### src/rtl/ir_pkg.sv
// Definitions shared by the IR packet transmitter and decoder:
// nominal burst lengths, tick divider, FSM states and field indices.
package ir_pkg;

   localparam int TICK_DIV_NOM = 2667;

   localparam logic [7:0] NOM_START = 8'd88;
   localparam logic [7:0] NOM_SEL   = 8'd22;
   localparam logic [7:0] NOM_GAP   = 8'd40;
   localparam logic [7:0] NOM_ONE   = 8'd44;
   localparam logic [7:0] NOM_ZERO  = 8'd22;

   localparam logic [2:0] F_START = 3'd0;
   localparam logic [2:0] F_SEL   = 3'd1;
   localparam logic [2:0] F_BIT3  = 3'd2;
   localparam logic [2:0] F_BIT0  = 3'd5;

   typedef enum logic [1:0] {
      S_IDLE,
      S_BURST,
      S_GAP,
      S_DRAIN
   } ir_state_t;

   function automatic logic in_win(
      input logic [7:0] v,
      input logic [7:0] lo,
      input logic [7:0] hi
   );
      return (v >= lo) && (v <= hi);
   endfunction

endpackage

### src/rtl/ir_tick_gen.sv
// Carrier-period prescaler and saturating length counter, both
// cleared on every envelope edge.
module ir_tick_gen
   import ir_pkg::*;
#(
   parameter int TICK_DIV = TICK_DIV_NOM
) (
   input  logic       clk,
   input  logic       reset,
   input  logic       clr,
   output logic       tick,
   output logic [7:0] length
);

   localparam int CW = $clog2(TICK_DIV);
   localparam logic [CW-1:0] LAST = CW'(TICK_DIV - 1);

   logic [CW-1:0] cnt;
   logic [7:0]    len_q;

   assign tick = (cnt == LAST);

   // length includes a period completing in the current cycle, so an
   // edge after exactly N periods reads N
   assign length = (tick && len_q != 8'hFF) ? len_q + 8'd1 : len_q;

   always_ff @(posedge clk) begin
      if (reset || clr) begin
         cnt   <= '0;
         len_q <= '0;
      end else if (tick) begin
         cnt   <= '0;
         len_q <= length;
      end else begin
         cnt <= cnt + 1'b1;
      end
   end

endmodule

### src/rtl/ir_packet_decoder.sv
// Decodes start/select/4-bit command IR packets from the demodulated
// envelope, with framing checks and a one-cycle valid/error strobe.
module ir_packet_decoder
   import ir_pkg::*;
#(
   parameter int         TICK_DIV     = TICK_DIV_NOM,
   parameter logic [7:0] START_MIN    = 8'd80,
   parameter logic [7:0] START_MAX    = 8'd96,
   parameter logic [7:0] SEL_MIN      = 8'd18,
   parameter logic [7:0] SEL_MAX      = 8'd26,
   parameter logic [7:0] DEASSERT_MIN = 8'd18,
   parameter logic [7:0] DEASSERT_MAX = 8'd28,
   parameter logic [7:0] ASSERT_MIN   = 8'd38,
   parameter logic [7:0] ASSERT_MAX   = 8'd50,
   parameter logic [7:0] GAP_MIN      = 8'd34,
   parameter logic [7:0] GAP_MAX      = 8'd46
) (
   input  logic       CLK,
   input  logic       RESET,
   input  logic       IR_IN,
   output logic [3:0] COMMAND,
   output logic       CMD_VALID,
   output logic       ERROR,
   output logic       BUSY
);

   logic       s1, s2, s3;
   logic       rise, fall;
   logic       tick;
   logic [7:0] length;
   ir_state_t  state;
   logic [2:0] f;
   logic [2:0] shreg;
   logic       ok, bit_val;
   logic [7:0] burst_max;

   assign rise = s2 & ~s3;
   assign fall = ~s2 & s3;
   assign BUSY = (state != S_IDLE);

   ir_tick_gen #(.TICK_DIV(TICK_DIV)) u_tick (
      .clk    (CLK),
      .reset  (RESET),
      .clr    (rise | fall),
      .tick   (tick),
      .length (length)
   );

   always_comb begin
      ok        = 1'b0;
      bit_val   = 1'b0;
      burst_max = (f == F_START) ? START_MAX : ASSERT_MAX;
      if (f == F_START) begin
         ok = in_win(length, START_MIN, START_MAX);
      end else if (f == F_SEL) begin
         ok = in_win(length, SEL_MIN, SEL_MAX);
      end else if (in_win(length, ASSERT_MIN, ASSERT_MAX)) begin
         ok      = 1'b1;
         bit_val = 1'b1;
      end else if (in_win(length, DEASSERT_MIN, DEASSERT_MAX)) begin
         ok = 1'b1;
      end
   end

   always_ff @(posedge CLK) begin
      if (RESET) begin
         s1        <= 1'b0;
         s2        <= 1'b0;
         s3        <= 1'b0;
         state     <= S_IDLE;
         f         <= F_START;
         shreg     <= '0;
         COMMAND   <= '0;
         CMD_VALID <= 1'b0;
         ERROR     <= 1'b0;
      end else begin
         s1        <= IR_IN;
         s2        <= s1;
         s3        <= s2;
         CMD_VALID <= 1'b0;
         ERROR     <= 1'b0;
         unique case (state)
            S_IDLE: begin
               if (rise) begin
                  state <= S_BURST;
                  f     <= F_START;
               end
            end
            S_BURST: begin
               if (fall) begin
                  if (!ok) begin
                     ERROR <= 1'b1;
                     state <= S_IDLE;
                  end else if (f == F_BIT0) begin
                     COMMAND   <= {shreg, bit_val};
                     CMD_VALID <= 1'b1;
                     state     <= S_IDLE;
                  end else begin
                     if (f >= F_BIT3)
                        shreg <= {shreg[1:0], bit_val};
                     f     <= f + 3'd1;
                     state <= S_GAP;
                  end
               end else if (tick && length > burst_max) begin
                  // stuck-high envelope: report once, then wait it out
                  ERROR <= 1'b1;
                  state <= S_DRAIN;
               end
            end
            S_GAP: begin
               if (rise) begin
                  if (length < GAP_MIN) begin
                     // too-short gap: treat this burst as a new start
                     ERROR <= 1'b1;
                     f     <= F_START;
                     state <= S_BURST;
                  end else if (length <= GAP_MAX) begin
                     state <= S_BURST;
                  end else begin
                     ERROR <= 1'b1;
                     state <= S_IDLE;
                  end
               end else if (tick && length > GAP_MAX) begin
                  ERROR <= 1'b1;
                  state <= S_IDLE;
               end
            end
            S_DRAIN: begin
               if (fall)
                  state <= S_IDLE;
            end
            default: state <= S_IDLE;
         endcase
      end
   end

endmodule
### config.mk
export PLATFORM = sky130hd
export DESIGN_NAME = ir_packet_decoder
export DESIGN_NICKNAME = d
export VERILOG_FILES = /design/src/rtl/ir_pkg.sv /design/src/rtl/ir_tick_gen.sv /design/src/rtl/ir_packet_decoder.sv
export SDC_FILE = /design/constraint.sdc
export NUM_CORES = 1
export LEC_CHECK = 0
export ABC_AREA = 1
export ABC_CLOCK_PERIOD_IN_PS = 2500
export CAP_MARGIN = 20
export CORE_AREA = 8 8 88 122
export DETAILED_ROUTE_END_ITERATION = 10
export DIE_AREA = 0 0 96 130
export PLACE_DENSITY_LB_ADDON = 0.08
export SYNTH_ARGS = -nofsm -noshare
export SYNTH_HDL_FRONTEND = slang
export SYNTH_SLANG_ARGS = --single-unit
export TNS_END_PERCENT = 10
### constraint.sdc
create_clock -name CLK -period 2.5 [get_ports CLK]
set_input_delay 0.25 -clock CLK [delete_from_list [all_inputs] [get_ports CLK]]
set_output_delay 0.25 -clock CLK [all_outputs]
set_load 0.01 [all_outputs]
# [Word-level counts from Yosys, hierarchy flattened]
# Index checks and enable logic that the tools add are counted.
[totals] input_bits=3 elab_cells=105 regBits=37 out_inout_bits=7
[classes] addsub=3 n_mux=36 reduce_logical=18 n_eq_ne=16 magnitude_cmp=12 bitwise_logic=9
[ops] op="2-to-1 mux 3 bit" count=6
[ops] op="2-to-1 mux 1 bit" count=17
[ops] op="less-or-equal comparator 8 x 5 -> 1 bit, second input constant" count=2
[ops] op="less-or-equal comparator 8 x 6 -> 1 bit, second input constant" count=2
[ops] op="2-to-1 mux 2 bit" count=8
[ops] op="inequality test 2 bit, second input constant" count=7
[ops] op="adder 12 x 1 -> 12 bit, second input constant" count=1
[ops] op="== test 12 bit, second input constant" count=1
[ops] op="one-hot mux 3 bit (3 select lines)" count=1
[ops] op="adder 8 x 1 -> 8 bit, second input constant" count=1
[ops] op=">= comparator 8 x 5 -> 1 bit, second input constant" count=1
[ops] op=">= comparator 8 x 6 -> 1 bit, second input constant" count=1
[ops] op=">= comparator 8 x 7 -> 1 bit, second input constant" count=1
[ops] op="greater-than comparator 8 x 6 -> 1 bit, second input constant" count=1
[ops] op="greater-than comparator 8 x 7 -> 1 bit" count=1
[ops] op="less-or-equal comparator 8 x 7 -> 1 bit, second input constant" count=1
[ops] op="less-than comparator 8 x 6 -> 1 bit, second input constant" count=1
[ops] op="2-to-1 mux 8 bit" count=1
[ops] op="inequality test 8 bit, second input constant" count=1
[ops] op="one-hot mux 2 bit (4 select lines)" count=1
[ops] op="AND reduction 4 bit" count=2
[ops] op="logical AND 1 bit" count=7
[ops] op="2-to-1 mux 7 bit" count=1
[ops] op="AND reduction 7 bit" count=1
[ops] op="other kinds (19)" count=27

# [Logic depth before layout (Yosys ltp)]
[logic_depth] depth_word=12 mapped_depth=20 ltp_nobuf=20

# [Modules after synthesis]
# From an unflattened synthesis, not the netlist that was laid out.
[hier_totals] hier_cells=368 hier_area_um2=2408.6
[by_module_without_submodules] module="ir_packet_decoder" area_per_inst_um2=1325.0 n_inst=1 seq_area_each_um2=340.3 cells_each=208
[by_module_without_submodules] module="ir_tick_gen" area_per_inst_um2=1083.5 n_inst=1 seq_area_each_um2=400.4 cells_each=160

# [Worst setup path after synthesis]
# No wires, ideal clock.
[synth_timing] kind="reg-to-reg" startpoint="register u_tick.len_q[0]" endpoint="register state[0]" path_slack_ps=321 arrival_time_ps=2063 period_less_slack_ps=2179 stages_incl_launch_ff=18 setup_ps=117 path_buffers=0 cell_sequence="dfxtp_1 > ha_1 > nand3_1 > nor2_2 > nand2_2 > nand2_4 > nand2_2 > nand2_4 > inv_1 > ha_1 > inv_1 > nor2_1 > nand3_1 > nand3_1 > nand2_1 > nand3_1 > nor3_1 > nor2_1"
[synth_via] elab_chain_len=12 word_cells_on_any_way=34 cone_classes="add/sub (1); order compare (11); eq/ne (3); mux (11); reduce/logical (8)"
[synth_rtl] element="start, declared" line_no="ir_tick_gen.sv:19" text="logic [7:0] len_q;"
[synth_rtl] element="start signal, assigned" line_no="ir_tick_gen.sv:33" text="len_q <= length;"
[synth_rtl] element="branches (longest 2 deep; another with adder 8 x 1 -> 8 bit)"
[synth_rtl] element="2-to-1 mux 8 bit (*)" line_no="ir_tick_gen.sv:25" text="assign length = (tick && len_q != 8'hFF) ? len_q + 8'd1 : len_q;"
[synth_rtl] element=">= comparator 8 x 5 -> 1 bit / less-or-equal comparator 8 x 5 -> 1 bit (equally long branches)" line_no="ir_pkg.sv:30" text="return (v >= lo) && (v <= hi);"
[synth_rtl] element="logical AND 1 bit" line_no="ir_pkg.sv:30"
[synth_rtl] element="2-to-1 mux 1 bit" line_no="ir_packet_decoder.sv:60" text="end else if (in_win(length, DEASSERT_MIN, DEASSERT_MAX)) begin"
[synth_rtl] element="2-to-1 mux 1 bit" line_no="ir_packet_decoder.sv:57" text="end else if (in_win(length, ASSERT_MIN, ASSERT_MAX)) begin"
[synth_rtl] element="2-to-1 mux 1 bit" line_no="ir_packet_decoder.sv:55" text="end else if (f == F_SEL) begin"
[synth_rtl] element="2-to-1 mux 1 bit" line_no="ir_packet_decoder.sv:53" text="if (f == F_START) begin"
[synth_rtl] element="2-to-1 mux 2 bit" line_no="ir_packet_decoder.sv:91" text="if (!ok) begin"
[synth_rtl] element="2-to-1 mux 2 bit" line_no="ir_packet_decoder.sv:90" text="if (fall) begin"
[synth_rtl] element="one-hot mux 2 bit (4 select lines)" line_no="ir_packet_decoder.sv:82" text="unique case (state)"
[synth_rtl] element="end signal, assigned" line_no="ir_packet_decoder.sv:85" text="state <= S_BURST;"
[synth_rtl] element="end signal, assigned" line_no="ir_packet_decoder.sv:93" text="state <= S_IDLE;"
[synth_rtl] element="end signal, assigned" line_no="ir_packet_decoder.sv:97" text="state <= S_IDLE;"
[synth_rtl] element="end, declared" line_no="ir_packet_decoder.sv:31" text="ir_state_t state;"
# Every way passes the cells marked *.
# A chain may end at the register's enable or synchronous reset.

# [Worst setup path after layout]
[layout_timing] startpoint="register u_tick.len_q[0]" endpoint="register state[0]"
[layout_via] elab_chain_len=12 word_cells_on_any_way=34 cone_classes="add/sub (1); order compare (11); eq/ne (3); mux (11); reduce/logical (8)"
[layout_rtl] element="branches (longest 2 deep; another with adder 8 x 1 -> 8 bit)"
[layout_rtl] element="2-to-1 mux 8 bit (*)" line_no="ir_tick_gen.sv:25"
[layout_rtl] element="net length[6]" line_no="ir_packet_decoder.sv:30" text="logic [7:0] length;"
[layout_rtl] element=">= comparator 8 x 5 -> 1 bit / less-or-equal comparator 8 x 5 -> 1 bit (equally long branches)" line_no="ir_pkg.sv:30"
[layout_rtl] element="logical AND 1 bit" line_no="ir_pkg.sv:30"
[layout_rtl] element="2-to-1 mux 1 bit" line_no="ir_packet_decoder.sv:60"
[layout_rtl] element="2-to-1 mux 1 bit" line_no="ir_packet_decoder.sv:57"
[layout_rtl] element="2-to-1 mux 1 bit" line_no="ir_packet_decoder.sv:55"
[layout_rtl] element="2-to-1 mux 1 bit" line_no="ir_packet_decoder.sv:53"
[layout_rtl] element="2-to-1 mux 2 bit" line_no="ir_packet_decoder.sv:91"
[layout_rtl] element="2-to-1 mux 2 bit" line_no="ir_packet_decoder.sv:90"
[layout_rtl] element="one-hot mux 2 bit (4 select lines)" line_no="ir_packet_decoder.sv:82"
# Mark *: on every way through the listed nets, which the timed path passes.

==> key figures <==
Outcome
  – Status: completed

Global routing
  – Routing usage on met3: 0.02414
  – Initial antenna violation count: 0
  – Met2 Usage GRT: 0.2167
  – Tot GR Track Use: 0.1206
  – Pin count of the biggest net entering global routing: 13
  – Gr ovfl total: 0
  – GR peak layer: met2
  – Met1 Use GR: 0.1282
  – First-pass GRT wire length: 11600 um
  – Vias in the first global route: 2469

Clock tree
  – Clk_lat worst skew: 0.29 ns
  – CTS Hold Bufs: 0
  – Clock root buffer: clkbuf_16
  – Max Buffers Root-to-Sink: 2
  – Clk sink count: 37
  – Number of CTS-inserted buffers: 5
  – Reg clk slew, reported paths: 0.06 ns
  – CTS tree: built
  – H-tree depth: 2

Cells and area
  – P&R area growth vs syn: 28.82%
  – Final core occ: 0.3781
  – Antenna diode count: 0
  – Layout cells sized above 1: 0.2412
  – Nets: 471
  – Fin area: 3356 um^2

Timing
  – Max-slew violations: 0
  – Final WS setup: 0.2260 ns
  – Final Hold Vio Count: 0
  – Worst slew pin tran: 0.4801 ns
  – Final setup TNS: 0 ns
  – Fin crit period: 2.274 ns
  – Max transition margin: 0.6790
  – Fmax: 439.8 MHz
  – Period utilization: 0.9096
  – Clock Skew: 0.006668 ns
  – Hold slack: 0.4058 ns
  – Final Setup Violations: 0

Logic synthesis
  – Top cells by area, synth: dfxtp_1 (28%), nand2_1 (17%), inv_1 (8.1%), nor2_1 (8.1%), ha_1 (7.7%)
  – Syn_nets: 425
  – Post-synth top area share: 0.2843
  – #FFs+latches synth: 37
  – Commonest cells post-synth: nand2_1 (121), inv_1 (56), nor2_1 (56)
  – Post-synthesis sequential area ratio: 0.2843
  – Mapped Cells: 406
  – Area leader, netlist: dfxtp_1
  – Avg Synthesized Cell Area: 6.416 um^2
  – Top_reg_cell synth: dfxtp_1
  – EDFF count, synth: 0
  – Post-synth cell types: 31
  – Yosys Warn Count: 0
  – Most common cell in the synthesized netlist: nand2_1
  – Mapped Area: 2605 um^2
  – Post-synth ARST share: 0

Setup path
  – CP Max Fanout: 4
  – FF-to-FF path depth: 18
  – Critical Path RT: 2.68 ns
  – CP peak stage delay: 0.36 ns
  – CP Class: flop to flop
  – FF-to-FF End: state[0]$_SDFFE_PP0P_
  – Worst path cell trace: ha_4 > inv_1 > nor2_4 > nand2_4 > clkinv_1 > nor2_4 > nand2_1 > nand2_4 > ha_4 > nand2_1 > nor2_1 > nand2_1 > nand2_1 > nand3_1 > nand2_1 > nand3_1 > nor3_1 > nor2_1
  – CP Capture Type: flop
  – Worst Path Arrival: 2.45 ns
  – Critical Path Start Type: flop
  – Crit-path leading delay family: simple AND/OR/NAND/NOR gates
  – R2r startpoint: u_tick.len_q[0]$_SDFFE_PP0P_
  – Flop2flop setup slack: 0.23 ns
  – Slowest CP cell: dfxtp_1
  – Crit path buf inv count: 2
  – Critical path's most frequent cell: nand2_1

Drt
  – Routed WL per cell: 12.55 um
  – Routed WL: 7014 um
  – Post-route ant nets: 0
  – Vias: 2533
  – DR iter-0 viols: 102
  – # DRC: 0
  – Drt first pass iters: 4
  – Vias per inst: 4.531

Floorplanning
  – # IOs: 10
  – Die width: 96 um
  – Row Count: 41
  – Core area: 8875 um^2
  – Die area: 12480 um^2
  – Initial Utilization: 0.2935
  – Die H: 130 um

Hold path
  – Hold Path Stages: 2
  – Worst hold endpoint: s2$_SDFF_PP0_
  – Hold Path Origin: s1$_SDFF_PP0_
  – Min-delay worst type: flop to flop

Place
  – Post-Place Cell Area: 2982 um^2
  – Port buffer count: 9
  – Final Wtd Congestion: 0.7874
  – Placement Setup Slack: 0.01865 ns
  – Hpwl dp: 5586 um

Pwr
  – Maximum vdd drop: 0.2555 mV
  – Leak Pwr: 1.538 nW
  – Pwr Density: 455.9 nW/um^2

Flow run
  – Maxcap violations: 0
report_power, final:
| part | total, mW | switching (mW) | internal, mW |
|---|---|---|---|
| clock | 0.648 | 0.257 | 0.391 |
| sequential | 0.626 | 0.0173 | 0.609 |
| combinational | 0.255 | 0.161 | 0.0940 |
worst max path at each step:
stage | from | endpoint | cells after the start
2_1_floorplan | u_tick.len_q[0]$_SDFFE_PP0P_ | state[0]$_SDFFE_PP0P_ | 17
3_3_place_gp | u_tick.len_q[0]$_SDFFE_PP0P_ | state[0]$_SDFFE_PP0P_ | 17
3_5_place_dp | u_tick.len_q[1]$_SDFFE_PP0P_ | state[0]$_SDFFE_PP0P_ | 17
4_1_cts | u_tick.len_q[1]$_SDFFE_PP0P_ | state[0]$_SDFFE_PP0P_ | 17
5_1_grt | u_tick.cnt[1]$_SDFF_PP0_ | f[0]$_SDFFE_PP0P_ | 18
6_report | u_tick.len_q[0]$_SDFFE_PP0P_ | state[0]$_SDFFE_PP0P_ | 18
registers in the layout (all words and copies together) (netlist names):
register and cells:
shreg 3, s3 1, ERROR 1, CMD_VALID 1, s1 1, f 3
u_tick.len_q 8, u_tick.cnt 12, COMMAND 4, state 2, s2 1
through the flow:
step	power, mW	cells
final	1.530	559
after detailed placement	0.8852	541
after global routing	1.622	559
after global placement	0.8886	541
after CTS	1.544	548
after floorplan	0.8144	406
per-layer routing:
| metal | routed length, um | vias up |
|---|---|---|
| met2 | 3793 | 27 |
| met5 | 0 | - |
| met3 | 163 | 13 |
| met4 | 210 | 0 |
| li1 | - | 1364 |
| met1 | 2846 | 1129 |
placed cells by master (no fill, tap or decap), types with 8 or more instances in the layout:
| master | netlist | layout |
|---|---|---|
| dfxtp_2 | 0 | 9 |
| nor2_1 | 56 | 50 |
| nand2_2 | 11 | 12 |
| inv_2 | 6 | 8 |
| clkdlybuf4s50_1 | 0 | 9 |
| ha_1 | 16 | 13 |
| nand3_1 | 26 | 23 |
| a21oi_1 | 11 | 11 |
| nor2_2 | 9 | 12 |
| dfxtp_1 | 37 | 28 |
| inv_1 | 56 | 54 |
| buf_4 | 0 | 32 |
| nand2_1 | 121 | 116 |
| nand4_1 | 13 | 13 |
layout make-up:
cell class                 count  area (um^2)
multi-input combinational    302         1742
timing repair buffer          42        341.6
fill                         968         5519
clock buffer                   6        138.9
sequential                    37        752.0
tap                          107        133.9
inverter                      64        240.2
clock inverter                 1        7.507
cells by family (layout without fill, tap and decap cells):
group / after synthesis / after routing / synth area share
adders and majority gates: 16 / 16 / 0.07685
and+or+nand+nor: 262 / 262 / 0.4813
xor gates and xnor gates: 3 / 3 / 0.01009
buffers and inverters: 67 / 113 / 0.09702
AOI/OAI and AO/OA: 21 / 21 / 0.05043
DFF: 37 / 37 / 0.2843
what timing repair did:
action	in CTS	in global routing
setup buffers	0	11
gates resized for setup	0	40
endpoints found under the setup margin	0	14
worst reg2reg max path, stage by stage, from the launching register on:
cell and delay [ns]:
dfxtp_1 0.36, ha_4 0.17, inv_1 0.07, nor2_4 0.14, nand2_4 0.08, clkinv_1 0.08, nor2_4 0.05, nand2_1 0.10
nand2_4 0.08, ha_4 0.26, nand2_1 0.06, nor2_1 0.10, nand2_1 0.06, nand2_1 0.05, nand3_1 0.10, nand2_1 0.08
nand3_1 0.11, nor3_1 0.15, nor2_1 0.06
Note: power is estimated with default switching activity, not from simulation.
==> edit (same settings) <==
Re-encode `ir_state_t` (4 states) as one-hot, 4 bits wide.
--- a/src/rtl/ir_pkg.sv
+++ b/src/rtl/ir_pkg.sv
@@ -15,11 +15,11 @@
    localparam logic [2:0] F_BIT3  = 3'd2;
    localparam logic [2:0] F_BIT0  = 3'd5;
 
-   typedef enum logic [1:0] {
-      S_IDLE,
-      S_BURST,
-      S_GAP,
-      S_DRAIN
+   typedef enum logic [3:0] {
+      S_IDLE  = 4'b0001,
+      S_BURST = 4'b0010,
+      S_GAP   = 4'b0100,
+      S_DRAIN = 4'b1000
    } ir_state_t;
 
    function automatic logic in_win(
Formal check against the unedited RTL: same outputs for any inputs over 10 cycles, from zero or initial values and one cycle with RESET high; not proved beyond that.
==> edit against the original RTL <==
- total power rose by 2.8%
- worst setup slack worse by 0.028 ns
- wire length decreased by 1.4%
- synthesized area down 0.58%
- cell area decreased by 4.6%
- sequential cell count rose by 2
- die area stayed put
- largest power group is now sequential cells
- cell count down 2.1%
- critical endpoint is now COMMAND[0]
==> edit: results (changes against the original RTL) <==
Worst setup path:
- The path depth of the worst reg2reg path is 15 (-3).
- The top fanout value on the critical path is 6 (+2).
- The worst endpoint data arrival time is 2.48 ns (+0.03 ns).

GRT:
- The number of global-route vias before repair is 2485 (+0.65%).
- The pin count of the biggest net entering global routing is 14 (+1).
- The wire length of the first global-routing pass is 11400 um (-1.4%).
- The overall global routing resource usage is 0.118 (-0.00250).

Logic synthesis:
- The net count after synthesis was 417 (-1.9%).
- The mean post-synth cell area is 6.41 um^2 (about the same).
- Ranked by total cell area, the synthesized netlist is headed by sky130_fd_sc_hd__dfxtp_1 (30%), sky130_fd_sc_hd__nand2_1 (14%), sky130_fd_sc_hd__nor2_1 (9.6%), sky130_fd_sc_hd__inv_1 (8.4%), sky130_fd_sc_hd__ha_1 (4.8%).
- The post-synthesis share of cell area spent on xor and xnor gates was 0.0101 (+0.0000585).
- The number of unique standard cell types used by synthesis is 32 (+3.2%).
- The mapped cell area was 0.00259 mm^2 (-0.58%).
- The sequential cell area fraction in the yosys report came to 0.301 (+0.0171).
- The fraction of the mapped netlist area in compound gates is 0.0768 (+0.0264).
- The number of synthesized flops with an enable pin is 0 (unchanged).
- Ranked by instance count, the synthesized netlist is headed by sky130_fd_sc_hd__nand2_1 (94), sky130_fd_sc_hd__nor2_1 (66), sky130_fd_sc_hd__inv_1 (58).
- The adder and majority gate portion of the synthesized area was 0.0483 (-0.0285).
- The mux contribution to synthesized area is 0 (unchanged).

Layout:
- In the final layout, the registers with the most flip-flops are u_tick.cnt x12, u_tick.len_q x8.
- The fraction of layout cells with a size suffix above 1 is 0.207 (-0.0343).
- The final instance count without filler cells was 547 (-2.1%).
- The final-layout fill cell count came to 983 (+1.5%).
- The net total in the final layout was 452 (-4.0%).

Power and ir drop:
- The leakage dissipation is 1.38 nW (-10%).
- The worst voltage drop across the vdd grid is 0.330 mV (+29%).
- The switching part of the total power is 0.290 (+0.00554).

Place:
- The final weighted congestion in routability-driven placement is 0.813 (+3.3%).
- The sum of net half-perimeters after detailed placement is 5430 um (-2.7%).
- The area after detailed placement is 0.00292 mm^2 (-2.2%).
- The number of instances in the placed design is 533 (-1.5%).
- The number of port buffers is 9 (unchanged).

Detailed routing:
- The routed length per placed instance is 12.6 um (+0.80%).
- The mean number of vias per cell is 4.63 (+2.1%).
- The number of design-rule violations left by the first detailed-router iteration is 88 (-14%).

Timing:
- The worst-margin pin slew came to 0.400 ns (-0.0802 ns).
- The worst clock skew was 0.0117 ns (+0.00502 ns).

Worst hold path:
- The number of cells traversed by the worst hold path is 2 (unchanged).

Outcome:
- The flow ran to the end, and the final reports show no timing, DRC or antenna violations.

CTS:
- The total CTS buffers came to 5 (unchanged).
## edit: cell type report
cell class / instances / area [um^2] / area share
Multi-Input combinational cell: 297 / 1640 / 0.514
Sequential cell: 39 / 786 / 0.246
Inverter: 67 / 251 / 0.0786
Timing Repair Buffer: 29 / 240 / 0.0751
Tap cell: 107 / 134 / 0.0418
Clock buffer: 5 / 125 / 0.0391
Clock inverter: 3 / 20.0 / 0.00625
## edit: worst max-delay path, delay by kind of cell (launching register included)
family / cells / cell delay, ns
compound gates: 1 / 0.18
flops: 1 / 0.34
simple gates: 10 / 1.24
fa+ha+maj: 1 / 0.16
buf+inv: 3 / 0.26
## edit: path summary, 6_finish.rpt
| path | from | endpoint | slack [ns] |
|---|---|---|---|
| worst min-delay path | s1 | s2 | 0.41 |
| worst min register to register | s1 | s2 | 0.41 |
| worst max-delay path | u_tick.cnt[0] | COMMAND[0] | 0.20 |
| worst max register to register | u_tick.cnt[0] | COMMAND[0] | 0.20 |
## edit: cell families (layout without fill, tap and decap cells)
group	count (synthesis)	in the layout
adders and majority gates	10	10
buffers and inverters	69	104
xor gates and xnor gates	3	3
AOI/OAI and AO/OA	36	36
DFF	39	39
and+or+nand+nor	247	248
## edit: power by group through the flow
stage	clock network [mW]	logic (mW)	registers, mW
after global placement	0	0.254	0.673
after CTS	0.667	0.259	0.659
final	0.642	0.272	0.658
after floorplan	0	0.178	0.669
after detailed placement	0	0.251	0.673
after global routing	0.690	0.317	0.661
## edit: timing repair
item / 4_1_cts / 5_1_grt
resized for setup: 1 / 28
pin swaps: 0 / 5
buffers inserted: 0 / 5
gates cloned: 0 / 1
setup endpoints to repair: 2 / 16
## edit: routing by layer
layer / vias to the layer above / GRT usage / share of wire
met5: - / 0 / 0
met4: 0 / 0.0545 / 0.022
met3: 10 / 0.0253 / 0.025
met2: 29 / 0.221 / 0.54
met1: 1142 / 0.119 / 0.41
li1: 1350 / - / -
